File: config.mk
export PLATFORM = sky130hd
export DESIGN_NAME = a2d_spi_intf_flat
export DESIGN_NICKNAME = d
export VERILOG_FILES = /design/src/rtl/a2d_spi_intf_if.sv /design/src/rtl/a2d_spi_intf.sv /design/src/flat_wrapper.sv
export SDC_FILE = /design/constraint.sdc
export NUM_CORES = 1
export LEC_CHECK = 0
export ABC_AREA = 1
export BUFFER_PORTS_ARGS = -buffer_cell sky130_fd_sc_hd__buf_2
export CORE_MARGIN = 3
export CORE_UTILIZATION = 50
export DETAILED_ROUTE_END_ITERATION = 12
export GPL_ROUTABILITY_DRIVEN = 0
export PLACE_DENSITY = 0.71
export SYNTH_ARGS = -nofsm -noshare
export SYNTH_HDL_FRONTEND = slang
export SYNTH_SLANG_ARGS = --single-unit
File: constraint.sdc
create_clock -name clk -period 1.43 [get_ports clk]
set_input_delay 0.286 -clock clk [delete_from_list [all_inputs] [get_ports clk]]
set_output_delay 0.286 -clock clk [all_outputs]
set_load 0.03 [all_outputs]
File: src/rtl/a2d_spi_intf_if.sv
// Signal bundle between the A2D SPI master, its requester and the external A2D.
// The master modport is the SPI master side; slave is the requester/A2D side.
interface a2d_spi_intf_if;
  logic        strt_cnv;
  logic [2:0]  chnnl;
  logic        cnv_cmplt;
  logic [11:0] res;
  logic        SS_n;
  logic        SCLK;
  logic        MOSI;
  logic        MISO;

  modport master (
    input  strt_cnv,
    input  chnnl,
    input  MISO,
    output cnv_cmplt,
    output res,
    output SS_n,
    output SCLK,
    output MOSI
  );

  modport slave (
    output strt_cnv,
    output chnnl,
    output MISO,
    input  cnv_cmplt,
    input  res,
    input  SS_n,
    input  SCLK,
    input  MOSI
  );
endinterface

File: src/rtl/a2d_spi_intf.sv
// SPI master for an 8-channel 12-bit A2D: one 32-bit frame per strt_cnv, channel
// address sent in both halves, result taken from the last 12 MISO bits.
module a2d_spi_intf #(
  parameter int unsigned SCLK_DIV = 32
) (
  input logic                 clk,
  input logic                 rst_n,
  a2d_spi_intf_if.master      bus_io
);

  localparam int unsigned DivW = $clog2(SCLK_DIV);

  // Divider preset puts the first SCLK fall SCLK_DIV/4 clks after SS_n falls.
  localparam logic [DivW-1:0] DivStart = DivW'(3 * SCLK_DIV / 4);
  localparam logic [DivW-1:0] DivFall  = DivW'(SCLK_DIV - 1);
  localparam logic [DivW-1:0] DivRise  = DivW'(SCLK_DIV / 2 - 1);
  localparam logic [DivW-1:0] DivEnd   = DivW'(3 * SCLK_DIV / 4 - 1);

  typedef enum logic [1:0] {StIdle, StFront, StShift, StBack} state_e;

  state_e            state_q, state_d;
  logic [DivW-1:0]   div_q, div_d;
  logic [4:0]        bit_cnt_q, bit_cnt_d;
  logic [31:0]       shreg_q, shreg_d;
  logic              ss_n_q, ss_n_d;
  logic              cnv_cmplt_q, cnv_cmplt_d;
  logic [11:0]       res_q, res_d;
  logic              sclk_rise;

  always_ff @(posedge clk or negedge rst_n) begin
    if (!rst_n) begin
      state_q     <= StIdle;
      div_q       <= '0;
      bit_cnt_q   <= '0;
      shreg_q     <= '0;
      ss_n_q      <= 1'b1;
      cnv_cmplt_q <= 1'b0;
      res_q       <= '0;
    end else begin
      state_q     <= state_d;
      div_q       <= div_d;
      bit_cnt_q   <= bit_cnt_d;
      shreg_q     <= shreg_d;
      ss_n_q      <= ss_n_d;
      cnv_cmplt_q <= cnv_cmplt_d;
      res_q       <= res_d;
    end
  end

  always_comb begin
    state_d     = state_q;
    div_d       = div_q;
    bit_cnt_d   = bit_cnt_q;
    shreg_d     = shreg_q;
    ss_n_d      = ss_n_q;
    cnv_cmplt_d = cnv_cmplt_q;
    res_d       = res_q;

    sclk_rise = (state_q == StShift) && (div_q == DivRise);

    if (state_q != StIdle) begin
      div_d = div_q + DivW'(1);
    end

    if (sclk_rise) begin
      shreg_d = {shreg_q[30:0], bus_io.MISO};
      // Saturates at 31; only a new accept returns it to 0.
      if (bit_cnt_q != 5'd31) begin
        bit_cnt_d = bit_cnt_q + 5'd1;
      end
    end

    unique case (state_q)
      StIdle: begin
        if (bus_io.strt_cnv) begin
          state_d     = StFront;
          shreg_d     = {2'b00, bus_io.chnnl, 11'h000, 2'b00, bus_io.chnnl, 11'h000};
          div_d       = DivStart;
          bit_cnt_d   = 5'd0;
          ss_n_d      = 1'b0;
          cnv_cmplt_d = 1'b0;
        end
      end
      StFront: begin
        if (div_q == DivFall) begin
          state_d = StShift;
        end
      end
      StShift: begin
        if (sclk_rise && (bit_cnt_q == 5'd31)) begin
          state_d = StBack;
        end
      end
      StBack: begin
        if (div_q == DivEnd) begin
          state_d     = StIdle;
          ss_n_d      = 1'b1;
          res_d       = shreg_q[11:0];
          cnv_cmplt_d = 1'b1;
        end
      end
      default: state_d = StIdle;
    endcase
  end

  assign bus_io.SS_n      = ss_n_q;
  assign bus_io.SCLK      = ss_n_q | div_q[DivW-1];
  assign bus_io.MOSI      = ~ss_n_q & shreg_q[31];
  assign bus_io.cnv_cmplt = cnv_cmplt_q;
  assign bus_io.res       = res_q;

endmodule

File: src/flat_wrapper.sv
// flat-port wrapper written by rule: the top's interface ports become plain ports
module a2d_spi_intf_flat 
#(
  parameter int unsigned SCLK_DIV = 32
)
  (clk, rst_n, bus_io_strt_cnv, bus_io_chnnl, bus_io_MISO, bus_io_cnv_cmplt, bus_io_res, bus_io_SS_n, bus_io_SCLK, bus_io_MOSI);
  a2d_spi_intf_if bus_io_i ();
  input logic clk;
  input logic rst_n;
  input wire logic [$bits(bus_io_i.strt_cnv)-1:0] bus_io_strt_cnv;
  input wire logic [$bits(bus_io_i.chnnl)-1:0] bus_io_chnnl;
  input wire logic [$bits(bus_io_i.MISO)-1:0] bus_io_MISO;
  output wire logic [$bits(bus_io_i.cnv_cmplt)-1:0] bus_io_cnv_cmplt;
  output wire logic [$bits(bus_io_i.res)-1:0] bus_io_res;
  output wire logic [$bits(bus_io_i.SS_n)-1:0] bus_io_SS_n;
  output wire logic [$bits(bus_io_i.SCLK)-1:0] bus_io_SCLK;
  output wire logic [$bits(bus_io_i.MOSI)-1:0] bus_io_MOSI;
  assign bus_io_i.strt_cnv = bus_io_strt_cnv;
  assign bus_io_i.chnnl = bus_io_chnnl;
  assign bus_io_i.MISO = bus_io_MISO;
  assign bus_io_cnv_cmplt = bus_io_i.cnv_cmplt;
  assign bus_io_res = bus_io_i.res;
  assign bus_io_SS_n = bus_io_i.SS_n;
  assign bus_io_SCLK = bus_io_i.SCLK;
  assign bus_io_MOSI = bus_io_i.MOSI;
  a2d_spi_intf #(.SCLK_DIV(SCLK_DIV)) u_core (.clk(clk), .rst_n(rst_n), .bus_io(bus_io_i));
endmodule
==> metrics, run 1 <==
Mapped Cells=288; Die Height=78.8 um; vias in the first global route=2,047; port buffer count=22; crit path capture=u_core.state_q[0]$_DFFE_PN0P_; Syn Std Cell Area=2650 um2; WP data arrival=1.76 ns; Slowest-stage cell, CP=dfrtp_1; Placement Cell Area=3010 um2; Layout Nets=353; placed instance count=388; Reg2Reg Launch Point=u_core.div_q[1]$_DFF_PN0_; Inserted Diodes=0; largest net degree at the start of global routing=59; delay-heaviest family, CP=simple AND/OR/NAND/NOR gates; dominant cell by count in the synthesized netlist=dfrtp_1; Critical Path RT=1.65 ns; CTS tree=done; Max rail drop VDD=898 uV; clk root buf=clkbuf_8; Seq cells post-synth=58; post-route insts no fill=409; Max Transition Viols Final=0; most frequent cells after synthesis=dfrtp_1, inv_1, o21ai_0; I/O pin total=23; clk_skew=0.00611 ns; worst setup path start=u_core.div_q[1]$_DFF_PN0_; global-route wire length before repair=9420 um; min Tclk post-route=1.54 ns; DRC Markers=0; Leak Pwr=1.74 nW; max cap viols=0; Finished Cell Area=3500 um2; Area Growth Syn to Fin=32.2%; CP bufs+invs=2; Area contributors post-synth=dfrtp_1, o21ai_0, inv_1; Top FF cell, synth=dfrtp_1; Seq/Total Area, Yosys=0.548; Post-Route Setup TNS=-1.37 ns; Crit. End Element=flip-flop; share of the synthesized area in the top cell type=0.538; # H-tree levels=3; Starting Density=0.539; Max Freq=649 MHz; worst-path cell chain=ha_2 > nand2_2 > nor2_4 > buf_4 > ha_2 > inv_2 > nand2_2 > nand3_2 > o21bai_1 > nand2_1; Crit Path Class=flip-flop to flip-flop; Total GRT Usage=0.197; core area=4910 um2; Horiz. Die Dim=78.8 um; routed vias=2,035; Async S/R FF share, synth=1.00; antenna violations before repair=0; Hold Fails Final Rpt=0; antenna-violating nets left=0; period utilization=1.08; CTS sink cnt=58; worst reg2reg path depth=10; share of layout cells above drive strength 1=0.377; Hold WC Path Type=primary input to flip-flop; startpoint types=flip-flop; row count=25; Final setup viols=33; first-pass detailed-route iteration total=4; Critical Path Max Stage Delay=0.35 ns; PD cells=1640 nW/um2; Distinct cells, synth=29; DP HPWL=3350 um; status=finished, violations left; RR Endpoint=u_core.state_q[0]$_DFFE_PN0P_; hold path start=bus_io_chnnl[0]; relative slew slack=0.793; critical path depth in cells=10; final-layout fill cell count=359; DR iter-0 viols=96; Yosys warning count=0; Yosys top cell by area=dfrtp_1; mean post-synth cell area=9.20 um2; CTS Buf Count=9; Max Root-Sink Buffers=2; violations in the final reports=negative setup slack; R2R Setup Slk=-0.11 ns; grt ovf=0; unrepaired setup endpoints after global routing=true; Worst-path clk slew=0.06 ns; PnR worst setup slack=-0.110 ns; worst slew pin tran=0.310 ns; die area=6210 um2; Crit Path Max Fanout=2; Via density=4.98; Routed WL per cell=13.3 um; WL final=5450 um; syn nets=303; Worst-Skew Late Latency=0.34 ns; number of flops mapped to enable cells by yosys=0
## through the flow
stage / total power [mW] / setup WS [ns] / utilization / hold WS [ns]
finish: 5.75 / -0.110 / 0.713 / 0.250
detailed placement: 3.51 / -0.185 / 0.612 / 0.312
global placement: 3.47 / -0.110 / 0.612 / 0.310
CTS: 5.58 / -0.0986 / 0.698 / 0.244
floorplan: 2.97 / -0.0585 / - / -0.00959
global route: 6.07 / -0.226 / 0.713 / 0.266
## tightest hold or removal path: cells and delay by family
kind | cells | cell delay (ns)
AND/OR/NAND/NOR | 1 | 0.10
buffers and inverters | 2 | 0.11
AO/OA/AOI/OAI | 1 | 0.06
## sequential cells by signal, summed over array words and instances, names as in the netlist
name / flops
u_core.bit_cnt_q: 5
u_core.bus_io.res: 12
u_core.state_q: 2
u_core.shreg_q: 32
u_core.bus_io.SS_n: 1
u_core.bus_io.cnv_cmplt: 1
u_core.div_q: 5
## worst min path at each step
| stage | endpoint | slack (ns) | cells past startpoint |
|---|---|---|---|
| final | u_core.shreg_q[11]$_DFF_PN0_ | 0.25 | 4 |
| after floorplan | u_core.bit_cnt_q[0]$_DFF_PN0_ | -0.01 | 0 |
| after global placement | u_core.bit_cnt_q[2]$_DFF_PN0_ | 0.31 | 2 |
| after detailed placement | u_core.bit_cnt_q[2]$_DFF_PN0_ | 0.31 | 2 |
| after global routing | u_core.shreg_q[0]$_DFF_PN0_ | 0.27 | 3 |
| after CTS | u_core.shreg_q[0]$_DFF_PN0_ | 0.24 | 3 |
## report_power, final
| group | internal (mW) | switching (mW) |
|---|---|---|
| Clock | 1.19 | 0.653 |
| Combinational | 0.863 | 1.08 |
| Sequential | 1.86 | 0.106 |
## metal layers
layer / vias up / wire length [um] / track usage
met5: - / 0 / 0
met4: 0 / 164 / 0.107
met3: 16 / 184 / 0.0363
met2: 34 / 2490 / 0.307
met1: 962 / 2610 / 0.262
li1: 1023 / - / -
## cell type report
| class | instances | area [um2] | area share |
|---|---|---|---|
| Inverter | 40 | 163 | 0.0464 |
| Tap cell | 67 | 83.8 | 0.0239 |
| Clock inverter | 5 | 103 | 0.0293 |
| Multi-Input combinational cell | 179 | 1160 | 0.331 |
| Timing Repair Buffer | 50 | 403 | 0.115 |
| Clock buffer | 10 | 138 | 0.0393 |
| Sequential cell | 58 | 1450 | 0.415 |
## cells in the final DEF (no fill, tap or decap), types with 2 or more instances in the layout
cell type and instances:
inv_2 2, dfrtp_1 57, o21ai_1 24, bufinv_16 3
o21ai_0 8, buf_4 20, inv_1 37, buf_2 21
o21bai_1 2, ha_1 3, a21oi_1 19, nand3_1 3
ha_2 3, nor2_4 2, nand2_4 2, xor2_1 2
o21ai_2 24, clkbuf_8 10, nor2_1 24, or2_1 3
a21oi_2 2, buf_12 5, ha_4 2, nor2_2 11
buf_6 2, nand2_2 6, nand2_1 28, nand3_2 2
## cell families (layout without fill, tap and decap cells)
logic type / after synthesis / after routing / synth area share
AO/OA/AOI/OAI: 84 / 84 / 0.183
AND/OR/NAND/NOR: 84 / 85 / 0.137
flip-flops: 58 / 58 / 0.548
buffers and inverters: 52 / 105 / 0.0869
adder cells (fa/ha/maj): 8 / 8 / 0.0378
XOR/XNOR: 2 / 2 / 0.00661
## repair_timing
item	4_1_cts	5_1_grt
gates resized for setup	56	23
setup buffers	3	2
pin swaps	9	1
hold endpoints to repair	57	0
endpoints found under the setup margin	41	44
gates cloned	1	0
hold buffers	1	0
Note: power is estimated with default switching activity, not from simulation.
==> inputs of run 2 (changes only) <==
Settings changed: REMOVE_ABC_BUFFERS from default to 1.
==> metrics, run 2 (synthesis gave the netlist of run 1 again) <==
Total Power=5.81 mW; Hold Fails Final Rpt=0; largest net degree at the start of global routing=59; RR Endpoint=u_core.state_q[1]$_DFFE_PN0P_; Horiz. Die Dim=78.8 um; PnR worst setup slack=-0.251 ns; worst setup path start=u_core.div_q[0]$_DFF_PN0_; CTS Buf Count=9; Critical Path RT=1.71 ns; Hold WC Path Type=primary input to flip-flop; Clk pwr share=0.269; commonest cells after routing, fill and taps aside=dfrtp_1, inv_1, o21ai_2; Worst-path clk slew=0.06 ns; CTS sink cnt=58; unrepaired setup endpoints after global routing=true; Net Sw Power=2.06 mW; Inserted Diodes=0; worst reg2reg path depth=10; global-route wire length before repair=10,400 um; min Tclk post-route=1.68 ns; CTS tree=done; max cap viols=0; Final setup viols=41; core area=4910 um2; Area Growth Syn to Fin=43.8%; Finished Cell Area=3810 um2; status=finished, violations left; Layout Utilization=0.776; most flop-heavy register=u_core.shreg_q; crit path capture=u_core.state_q[1]$_DFFE_PN0P_; post-route insts no fill=421; R2R Setup Slk=-0.25 ns; multi-input logic area=1300 um2; relative slew slack=0.787; Crit Path Max Fanout=7; grt ovf=0; Worst-Skew Late Latency=0.34 ns; vias in the first global route=2,227; Comb pwr share=0.390; Max Transition Viols Final=0; Max rail drop VDD=1030 uV; Crit Path Class=flip-flop to flip-flop; port buffer count=22; PD cells=1520 nW/um2; Leak Pwr=1.89 nW; Placement Cell Area=3000 um2; routed vias=2,194; row count=25; violations in the final reports=negative setup slack; Via density=5.21; most common cell after layout, fill and taps aside=dfrtp_1; placed instance count=388; Max Root-Sink Buffers=2; period utilization=1.18; final-layout fill cell count=313; Total GRT Usage=0.222; I/O pin total=23; first-pass detailed-route iteration total=4; # H-tree levels=3; clk root buf=clkbuf_8; WL final=6780 um; DRC Markers=0; Max Freq=595 MHz; Die Height=78.8 um; Starting Density=0.539; die area=6210 um2; antenna violations before repair=0; FF/Latch Area=1450 um2; Crit. End Element=flip-flop; antenna-violating nets left=0; share of layout cells above drive strength 1=0.460; DP HPWL=3430 um; Routed WL per cell=16.1 um; clk_skew=0.00610 ns; DR iter-0 viols=101; worst slew pin tran=0.320 ns; WP data arrival=1.96 ns; max reg flops=32; startpoint types=flip-flop; Flop pwr share=0.342; Reg2Reg Launch Point=u_core.div_q[0]$_DFF_PN0_; Layout Nets=364; Sw Share=0.355; Post-Route Setup TNS=-6.23 ns; P_int=3.75 mW
[run 2: through the flow]
step / hold WS [ns] / setup WS [ns]
after floorplan: -0.00959 / -0.576
after global placement: 0.311 / -0.173
after detailed placement: 0.313 / -0.269
after CTS: 0.253 / -0.170
after global routing: 0.251 / -0.327
final: 0.237 / -0.251
[run 2: power groups by stage]
| stage | logic [mW] | clock network (mW) | registers [mW] |
|---|---|---|---|
| 2_1_floorplan | 0.916 | 0 | 2.01 |
| 3_3_place_gp | 1.51 | 0 | 1.97 |
| 3_5_place_dp | 1.56 | 0 | 1.98 |
| 4_1_cts | 1.78 | 1.58 | 1.96 |
| 5_1_grt | 2.46 | 1.65 | 2.00 |
| 6_report | 2.27 | 1.56 | 1.98 |
[run 2: how the worst min path moves through the flow]
stage / startpoint / to / slack [ns] / depth (start not counted)
CTS: bus_io_chnnl[2] / u_core.shreg_q[29]$_DFF_PN0_ / 0.25 / 4
floorplan: rst_n / u_core.bit_cnt_q[0]$_DFF_PN0_ / -0.01 / 0
detailed placement: rst_n / u_core.bus_io.cnv_cmplt$_DFFE_PN0P_ / 0.31 / 2
global placement: rst_n / u_core.bus_io.cnv_cmplt$_DFFE_PN0P_ / 0.31 / 2
finish: bus_io_MISO / u_core.shreg_q[0]$_DFF_PN0_ / 0.24 / 3
global route: bus_io_MISO / u_core.shreg_q[0]$_DFF_PN0_ / 0.25 / 3
[run 2: critical path, stage by stage (launching register included)]
cell	delay [ns]
dfrtp_1	0.42
ha_4	0.17
nand2_4	0.05
nor2_4	0.13
ha_4	0.19
nand2_8	0.11
clkinv_8	0.13
nand2_8	0.06
a21boi_4	0.19
nand3_2	0.10
nand2_1	0.07
[run 2: repair_timing]
item | in CTS | in global routing
resized for setup | 82 | 56
pin swaps | 26 | 17
hold buffers | 1 | 0
hold endpoints to repair | 57 | 0
cloned | 4 | 0
setup endpoints to repair | 41 | 59
buffers inserted | 6 | 8
[run 2: metal layers]
metal	global-route usage	routed length (um)	vias up
met4	0.166	319	0
li1	-	-	1049
met2	0.358	3490	42
met1	0.264	2780	1080
met5	0	0	-
met3	0.0408	192	23
[run 2: layout make-up]
| cell class | count | area share |
|---|---|---|
| repair buffers | 61 | 0.155 |
| well taps | 67 | 0.0220 |
| multi-input cells | 178 | 0.342 |
| clock buffers | 12 | 0.0407 |
| inverters | 40 | 0.0433 |
| clock inverters | 4 | 0.0131 |
| repair inverters | 1 | 0.00296 |
| flip-flops and latches | 58 | 0.381 |
==> inputs of run 3 (changes only) <==
Settings changed: CORE_UTILIZATION 50 to 53, PLACE_DENSITY 0.71 to 0.75.
==> metrics, run 3 (synthesis gave the netlist of run 1 again) <==
die area=5880 um2; Flop pwr share=0.386; Starting Density=0.553; DP HPWL=3400 um; status=finished, violations left; Hold WC Path Type=primary input to flip-flop; antenna-violating nets left=0; unrepaired setup endpoints after global routing=true; # H-tree levels=3; first-pass detailed-route iteration total=4; Max Transition Viols Final=0; most flop-heavy register=u_core.shreg_q; period utilization=1.22; Via density=5.11; port buffer count=22; Inserted Diodes=0; grt ovf=0; Leak Pwr=1.79 nW; PD cells=1420 nW/um2; final-layout fill cell count=327; row count=25; relative slew slack=0.674; Crit Path Class=flip-flop to flip-flop; Sw Share=0.360; Critical Path RT=1.65 ns; P_int=3.25 mW; clk root buf=clkbuf_8; Final setup viols=41; startpoint types=flip-flop; max reg flops=32; max cap viols=0; Worst-path clk slew=0.06 ns; violations in the final reports=negative setup slack; Layout Nets=357; share of layout cells above drive strength 1=0.373; CTS sink cnt=58; Horiz. Die Dim=76.7 um; Max rail drop VDD=743 uV; DRC Markers=0; Total GRT Usage=0.194; commonest cells after routing, fill and taps aside=dfrtp_1, inv_1, nand2_1; vias in the first global route=1,971; Worst-Skew Late Latency=0.34 ns; Area Growth Syn to Fin=35.2%; Max Root-Sink Buffers=2; clk_skew=0.00984 ns; worst slew pin tran=0.489 ns; Finished Cell Area=3580 um2; Max Freq=575 MHz; core area=4790 um2; Die Height=76.7 um; Net Sw Power=1.83 mW; routed vias=2,111; largest net degree at the start of global routing=25; Crit. End Element=flip-flop; Layout Utilization=0.748; I/O pin total=23; min Tclk post-route=1.74 ns; global-route wire length before repair=8980 um; WP data arrival=1.96 ns; most common cell after layout, fill and taps aside=dfrtp_1; Routed WL per cell=14.9 um; Hold Fails Final Rpt=0; antenna violations before repair=0; CTS Buf Count=9; Crit Path Max Fanout=8; Placement Cell Area=2990 um2; Clk pwr share=0.244; WL final=6160 um; PnR worst setup slack=-0.309 ns; DR iter-0 viols=123; CTS tree=done; Comb pwr share=0.370
==> run 3: cell type report <==
cell class / instances / area [um2] / share of cell area
clock inverters: 3 / 17.5 / 0.00489
inverters: 40 / 165 / 0.0461
multi-input cells: 178 / 1180 / 0.329
clock buffers: 12 / 135 / 0.0377
repair buffers: 55 / 549 / 0.153
well taps: 67 / 83.8 / 0.0234
flip-flops and latches: 58 / 1450 / 0.406
==> run 3: power groups by stage <==
| stage | Combinational, mW | Clock (mW) | Sequential (mW) |
|---|---|---|---|
| 2_1_floorplan | 0.916 | 0 | 2.01 |
| 5_1_grt | 2.09 | 1.35 | 1.98 |
| 6_report | 1.88 | 1.24 | 1.96 |
| 3_5_place_dp | 1.50 | 0 | 1.98 |
| 3_3_place_gp | 1.46 | 0 | 1.97 |
| 4_1_cts | 1.58 | 1.25 | 1.95 |
==> run 3: path summary, 6_finish.rpt <==
path,startpoint,to,slack (ns),cells past startpoint
min in group asynchronous,rst_n,u_core.bus_io.cnv_cmplt$_DFFE_PN0P_,0.44,2
hold reg to reg,u_core.bus_io.cnv_cmplt$_DFFE_PN0P_,u_core.bus_io.cnv_cmplt$_DFFE_PN0P_,0.46,2
setup / recovery,u_core.div_q[0]$_DFF_PN0_,u_core.shreg_q[19]$_DFF_PN0_,-0.31,9
max in group asynchronous,rst_n,u_core.shreg_q[22]$_DFF_PN0_,0.49,3
setup reg to reg,u_core.div_q[0]$_DFF_PN0_,u_core.shreg_q[19]$_DFF_PN0_,-0.31,9
hold / removal,bus_io_MISO,u_core.shreg_q[0]$_DFF_PN0_,0.23,3
==> run 3: per-layer routing <==
metal	track usage	vias up	wire length (um)
met2	0.302	61	3200
li1	-	1029	-
met5	0	-	0
met3	0.0446	8	321
met4	0.120	0	90
met1	0.245	1013	2550
==> run 3: critical path, stage by stage (launching register included) <==
cell and delay [ns]:
dfrtp_1 0.38, ha_2 0.21, nand2_2 0.08, nor2_4 0.15
ha_4 0.19, nand2_8 0.08, buf_12 0.15, buf_16 0.13
o21ai_0 0.18, nor2_1 0.06
==> run 3: stage by stage <==
step | setup TNS [ns] | instances | power (mW) | hold WS [ns] | worst slack [ns]
3_5_place_dp | -5.37 | 384 | 3.48 | 0.272 | -0.201
3_3_place_gp | -3.61 | 384 | 3.43 | 0.275 | -0.146
5_1_grt | -10.03 | 413 | 5.42 | 0.229 | -0.336
4_1_cts | -5.17 | 404 | 4.78 | 0.239 | -0.189
2_1_floorplan | -13.90 | 276 | 2.93 | -0.00959 | -0.576
6_report | -7.59 | 413 | 5.09 | 0.233 | -0.309
==> run 3: timing repair <==
action                     4_1_cts  5_1_grt
setup buffers                    3        6
hold endpoints to repair        16        0
hold buffers                     1        0
pin swaps                        2       33
cloned                           1        4
setup endpoints to repair       40       56
gates resized for setup         15       70
